--- config.mk ---
export PLATFORM = sky130hd
export DESIGN_NAME = cache_mem_responder
export DESIGN_NICKNAME = d
export VERILOG_FILES = /design/src/rtl/cache_mem_responder.sv
export SDC_FILE = /design/constraint.sdc
export NUM_CORES = 1
export LEC_CHECK = 0
export CAP_MARGIN = 0
export CELL_PAD_IN_SITES_DETAIL_PLACEMENT = 0
export CELL_PAD_IN_SITES_GLOBAL_PLACEMENT = 1
export CORE_MARGIN = 4
export CORE_UTILIZATION = 12
export CTS_CLUSTER_DIAMETER = 60
export CTS_CLUSTER_SIZE = 20
export DETAILED_ROUTE_END_ITERATION = 8
export HOLD_SLACK_MARGIN = 0.03
export PLACE_DENSITY = 0.79
export SLEW_MARGIN = 20
export SYNTH_ARGS = -nofsm -noshare
export SYNTH_HDL_FRONTEND = slang
export SYNTH_SLANG_ARGS = --single-unit
--- constraint.sdc ---
create_clock -name CLK -period 2.2 [get_ports CLK]
set_input_delay 0.33 -clock CLK [delete_from_list [all_inputs] [get_ports CLK]]
set_output_delay 0.33 -clock CLK [all_outputs]
set_load 0.05 [all_outputs]
--- src/rtl/cache_mem_responder.sv ---
// Memory-side responder: arbitrates dcache (r/w) and icache (r) word requests
// onto a single-ported RAM and returns the wait/load handshake to each cache.
module cache_mem_responder #(
  parameter int STARVE_LIMIT = 4
) (
  input  logic        CLK,
  input  logic        nRST,
  input  logic        dREN,
  input  logic        dWEN,
  input  logic [31:0] daddr,
  input  logic [31:0] dstore,
  output logic        dwait,
  output logic [31:0] dload,
  input  logic        iREN,
  input  logic [31:0] iaddr,
  output logic        iwait,
  output logic [31:0] iload,
  output logic        ramREN,
  output logic        ramWEN,
  output logic [31:0] ramaddr,
  output logic [31:0] ramstore,
  input  logic [31:0] ramload,
  input  logic        ramack
);

  typedef enum logic [1:0] {IDLE, D_ACC, I_ACC} state_t;

  localparam logic [2:0] LIMIT = 3'(STARVE_LIMIT);

  state_t     state, state_nxt;
  logic [2:0] streak, streak_nxt;
  logic       dreq;

  assign dreq = dREN | dWEN;

  always_ff @(posedge CLK or negedge nRST) begin
    if (!nRST) begin
      state  <= IDLE;
      streak <= 3'd0;
    end else begin
      state  <= state_nxt;
      streak <= streak_nxt;
    end
  end

  always_comb begin
    state_nxt  = state;
    streak_nxt = streak;
    dwait      = 1'b1;
    iwait      = 1'b1;
    dload      = 32'h0;
    iload      = 32'h0;
    ramREN     = 1'b0;
    ramWEN     = 1'b0;
    ramaddr    = 32'h0;
    ramstore   = 32'h0;
    case (state)
      IDLE: begin
        // dcache wins a tie until it has beaten a waiting icache LIMIT times
        if (dreq && !(iREN && streak == LIMIT)) begin
          state_nxt  = D_ACC;
          streak_nxt = !iREN ? 3'd0 : (streak == 3'd7) ? 3'd7 : streak + 3'd1;
        end else if (iREN) begin
          state_nxt  = I_ACC;
          streak_nxt = 3'd0;
        end
      end
      D_ACC: begin
        if (!dreq) begin
          state_nxt = IDLE;
        end else begin
          ramaddr = daddr;
          if (dWEN) begin
            ramWEN   = 1'b1;
            ramstore = dstore;
          end else begin
            ramREN = 1'b1;
          end
          if (ramack) begin
            dwait     = 1'b0;
            dload     = ramload;
            state_nxt = IDLE;
          end
        end
      end
      I_ACC: begin
        if (!iREN) begin
          state_nxt = IDLE;
        end else begin
          ramREN  = 1'b1;
          ramaddr = iaddr;
          if (ramack) begin
            iwait     = 1'b0;
            iload     = ramload;
            state_nxt = IDLE;
          end
        end
      end
      default: state_nxt = IDLE;
    endcase
  end

endmodule

**Word-level counts from Yosys, hierarchy flattened**

Index checks and enable logic that the tools add are counted.
Widths: inputs -> output; s select.

- Input bits: 134
- Bits in registers: 5

- Bitwise operators: 1
- Add/subtract/negate cells: 1
- Equal/unequal tests: 5
- Reductions and logical operators: 6
- Multiplexer cells: 33

Operators with widths:

| operator | number |
|---|---|
| $mux 32 | 10 |
| $pmux 32 s2 | 1 |
| $mux 3 | 4 |
| $mux 1 | 11 |
| $mux 2 | 5 |
| $eq 3x3->1 const B | 2 |
| $pmux 2 s3 | 1 |
| $add 3x1->3 const B | 1 |
| $ne 3x3->1 const B | 1 |
| $eq 2x1->1 const B | 1 |
| $eq 2x2->1 const B | 1 |
| $logic_and 1x1->1 | 2 |
| $logic_not 2->1 | 1 |
| $pmux 1 s2 | 1 |
| $reduce_and 2->1 | 1 |
| $reduce_bool 2->1 | 1 |
| $logic_not 1->1 | 1 |
| $or 1x1->1 | 1 |

**Longest topological paths before layout**

Gate-level depths: netlist of the first run.

- Word-level depth: 6
- Gate-level depth with buffers: 7

**Least setup slack after synthesis of the first run**

OpenSTA, ideal clock, no wires.

- Path type: register to output
- From: reg state[1]
- To: out ramaddr[11]
- Setup slack: -120 ps
- Required time: 1870 ps
- Cell stages (with the launch flop): 7
- Arrival: 1990 ps
- Cells stage by stage: dfrtp_1 -> inv_1 -> ha_1 -> o21a_1 -> clkbuf_1 -> a22oi_1 -> nor2b_1

- Cells in the longest elaborated chain, start to end: 2

Ends and longest elaborated chain:

| what | line | RTL |
|---|---|---|
| start, declared | 30 | `state_t state, state_nxt;` |
| start signal, assigned | 41 | `state <= state_nxt;` |
| $eq 2x2->1 or $eq 2x1->1 (tied branches) | 57 | `case (state)` |
| $pmux 32 s2 (*) | 57 |  |
| end, declared | 20 | `output logic [31:0] ramaddr,` |

Mark *: on every way between the ends. The rest lies on a longest branch, timed or not.

**Worst setup path in the final report of the first run**

- From: reg state[0]
- To: out ramaddr[21]

Same word-level chain as after synthesis.

==> results.py, run 1 <==
metrics = {
    "outcome": {
        "status": "finished, final reports clean",
    },
    "route": {
        "wl_per_cell_um": 16.9,
        "drc": 0,
        "first_pass_iters": 4,
        "vias_per_cell": 4.22,
        "wirelength_mm": 11.1,
        "drtAntennaViolNets": 0,
        "vias": 2766,
        "drt_iter0_markers": 103,
    },
    "synthesis": {
        "synth_fp_nets": 375,
        "synth_area_leader_cell": "and3_1",
        "synth-edff-count": 0,
        "yosys_warnings": 0,
        "syn_area_per_cell_sq_um": 6.67,
        "syn-cell-area_sq_um": 1570,
        "netlist_instances": 235,
        "ys_top_cells_by_area": "and3_1 38%, a22oi_1 15%, nor2b_1 13%",
        "synthArstFlopShare": 1.00,
        "synth_seq_cells": 5,
        "ys_seq_area_frac": 0.0798,
        "synth_top_area_share": 0.383,
        "synthDistinctLibCells": 26,
        "ys.flop_type": "dfrtp_1",
    },
    "cells_and_area": {
        "drive_gt1_frac": 0.366,
        "final_nets": 625,
        "diodes": 0,
        "n_fill_cell": 1188,
        "ff_latch_area_sq_um": 125,
        "synthToLayoutAreaGrowth_pct": 279,
        "stdcell_count": 656,
        "multiInputGateArea_sq_um": 1380,
    },
    "grt": {
        "grt_max_degree": 69,
        "grt_usage": 0.135,
        "grt_pass1_vias": 2892,
        "gr-total-overflow": 0,
        "grt_pass1_wl_mm": 16.1,
        "grt_antenna_before_repair": 0,
    },
    "critical_path": {
        "cp_num_buf_inv": 3,
        "cp-end-kind": "primary output",
        "start_kind": "register",
        "cp_cell_sequence": "inv_1, ha_1, and2_2, buf_12, a22oi_1, nor2b_2, buf_12",
        "crit_start": "state[0]",
        "worstPathArrival_ns": 1.78,
        "crit_required_ns": 1.87,
        "crit_type": "reg2out",
        "cp_slowest_cell": "dfrtp_1",
        "crit_fanout": 32,
        "critical_path.top_delay_family": "flip-flops",
        "path_common_cell": "buf_12",
        "r2r_slack_ns": 0.51,
        "rr_startpoint": "state[1]",
        "slowest_delay_ns": 0.40,
    },
    "floorplanning": {
        "die_w_um": 122,
        "rows": 41,
        "fp.dieH_um": 122,
        "core-area_sq_um": 12700,
        "dieArea_sq_um": 15000,
        "initial_core_util": 0.123,
        "ios": 266,
    },
    "sta": {
        "slew_violations": 0,
        "rsz0062_at_grt": "yes",
        "finClkSkew_ns": 0.00307,
        "setup_viol": 0,
        "worst_slack_ns": 0.0920,
        "fin_setup_tns_ns": 0,
        "slew_headroom": 0.719,
        "tightest_slew_ns": 0.417,
        "timing.fmax_mhz": 474,
        "hold_viol": 0,
        "fin_crit_ns": 2.11,
        "period_share": 0.958,
    },
    "clock_tree": {
        "htreeDepth": 1,
        "clkTransAtPathRegs_ns": 0.04,
        "post_cts_resized": 0,
        "cts_buffers": 3,
        "hold_buffers": 0,
        "insertion_delay_ns": 0.23,
        "clk_root_buffer_cell": "clkbuf_16",
        "postCtsSetupBuffers": 0,
        "clock_sinks": 5,
        "clockBufferDepth": 2,
        "cts_tree": "built",
    },
    "placed_design": {
        "dp_cells": 651,
        "hpwl_mm": 9.30,
        "gp_congestion": 0.817,
        "dp_worst_setup_slack_ns": 0.0806,
        "io_buffers": 265,
    },
    "pwr": {
        "power_density_nw_per_um2": 795,
        "combinationalPowerShare": 0.902,
        "power_leakage_nw": 2.58,
        "ir_drop_uv": 512,
        "pwr-share-seq": 0.033,
        "clkPwrFrac": 0.065,
        "switching_share": 0.491,
        "p_int_mw": 2.40,
        "power.total_mw": 4.72,
        "p_sw_mw": 2.32,
    },
    "hold_path": {
        "hold_path.class": "in2async",
    },
    "job": {
        "maxCapViolations": 0,
    },
}
==> path summary, 6_finish.rpt <==
| path | end | depth (start not counted) |
|---|---|---|
| min reg2reg | streak[0] | 2 |
| min in group CLK | streak[0] | 2 |
| max reg2reg | state[0] | 6 |
| max in group asynchronous | streak[0] | 1 |
| min | streak[1] | 1 |
| max | ramaddr[21] | 7 |
==> per-stage QoR <==
stage          instance area [sq um]  hold WS [ns]  utilization
6_report                        5940         0.325        0.467
5_1_grt                         5940         0.350        0.467
4_1_cts                         5860         0.326        0.461
3_5_place_dp                    5780         0.506        0.455
3_3_place_gp                    5780         0.498        0.455
2_1_floorplan                   1610        0.0344            -
==> cells in the mapped netlist, types with 2 or more instances <==
library cell / n
clkbuf_1: 25
and3_1: 96
buf_2: 5
dfrtp_1: 5
nand2_1: 4
a21oi_1: 2
ha_1: 6
and2_1: 3
a22oi_1: 32
o31ai_1: 2
nor2b_1: 33
o21a_1: 2
inv_1: 4
nor2_1: 4
==> state kept, by name, indices dropped and copies added (netlist names) <==
signal and flops:
state 2, streak 3
==> power by group through the flow <==
stage          registers [mW]  logic [mW]  clock network, mW
5_1_grt                 0.162        4.45              0.321
3_5_place_dp            0.154        4.17                  0
4_1_cts                 0.156        4.18              0.313
6_report                0.156        4.26              0.306
2_1_floorplan           0.148        2.12                  0
3_3_place_gp            0.154        4.12                  0
==> cells in the final DEF (no fill, tap or decap), types with 4 or more instances in the layout <==
cell	instances
clkbuf_16	4
nor2_1	4
clkdlybuf4s50_1	133
nand2_1	4
ha_1	5
and3_1	96
inv_1	4
buf_4	5
buf_12	135
nor2b_1	8
dfrtp_1	5
nor2b_2	25
a22oi_1	30
==> metal layers <==
metal	global-route usage	up-vias	part of all wire
met3	0.0313	21	0.066
li1	-	1361	-
met5	0	-	0
met1	0.146	1266	0.35
met2	0.260	118	0.56
met4	0.0350	0	0.023
==> cell type report <==
cell class,count,share of cell area
inverter,4,0.00253
tap,172,0.0363
multi-input combinational,195,0.233
clock buffer,3,0.0126
clock inverter,1,0.000843
timing repair buffer,276,0.694
sequential,5,0.0211
==> kinds of logic (layout without fill, tap and decap cells) <==
logic type,after synthesis,after routing,synth area share
fa+ha+maj,6,6,0.0479
simple gates,144,144,0.567
compound gates,45,45,0.213
buf+inv,35,284,0.0926
flops,5,5,0.0798
Note: power is estimated with default switching activity, not from simulation.
==> run 2, diff against run 1 <==
Settings changed: SKIP_CTS_REPAIR_TIMING from default to 1.
==> results of run 2 <==
Final layout, timing and power as in run 1 (identical DEF).
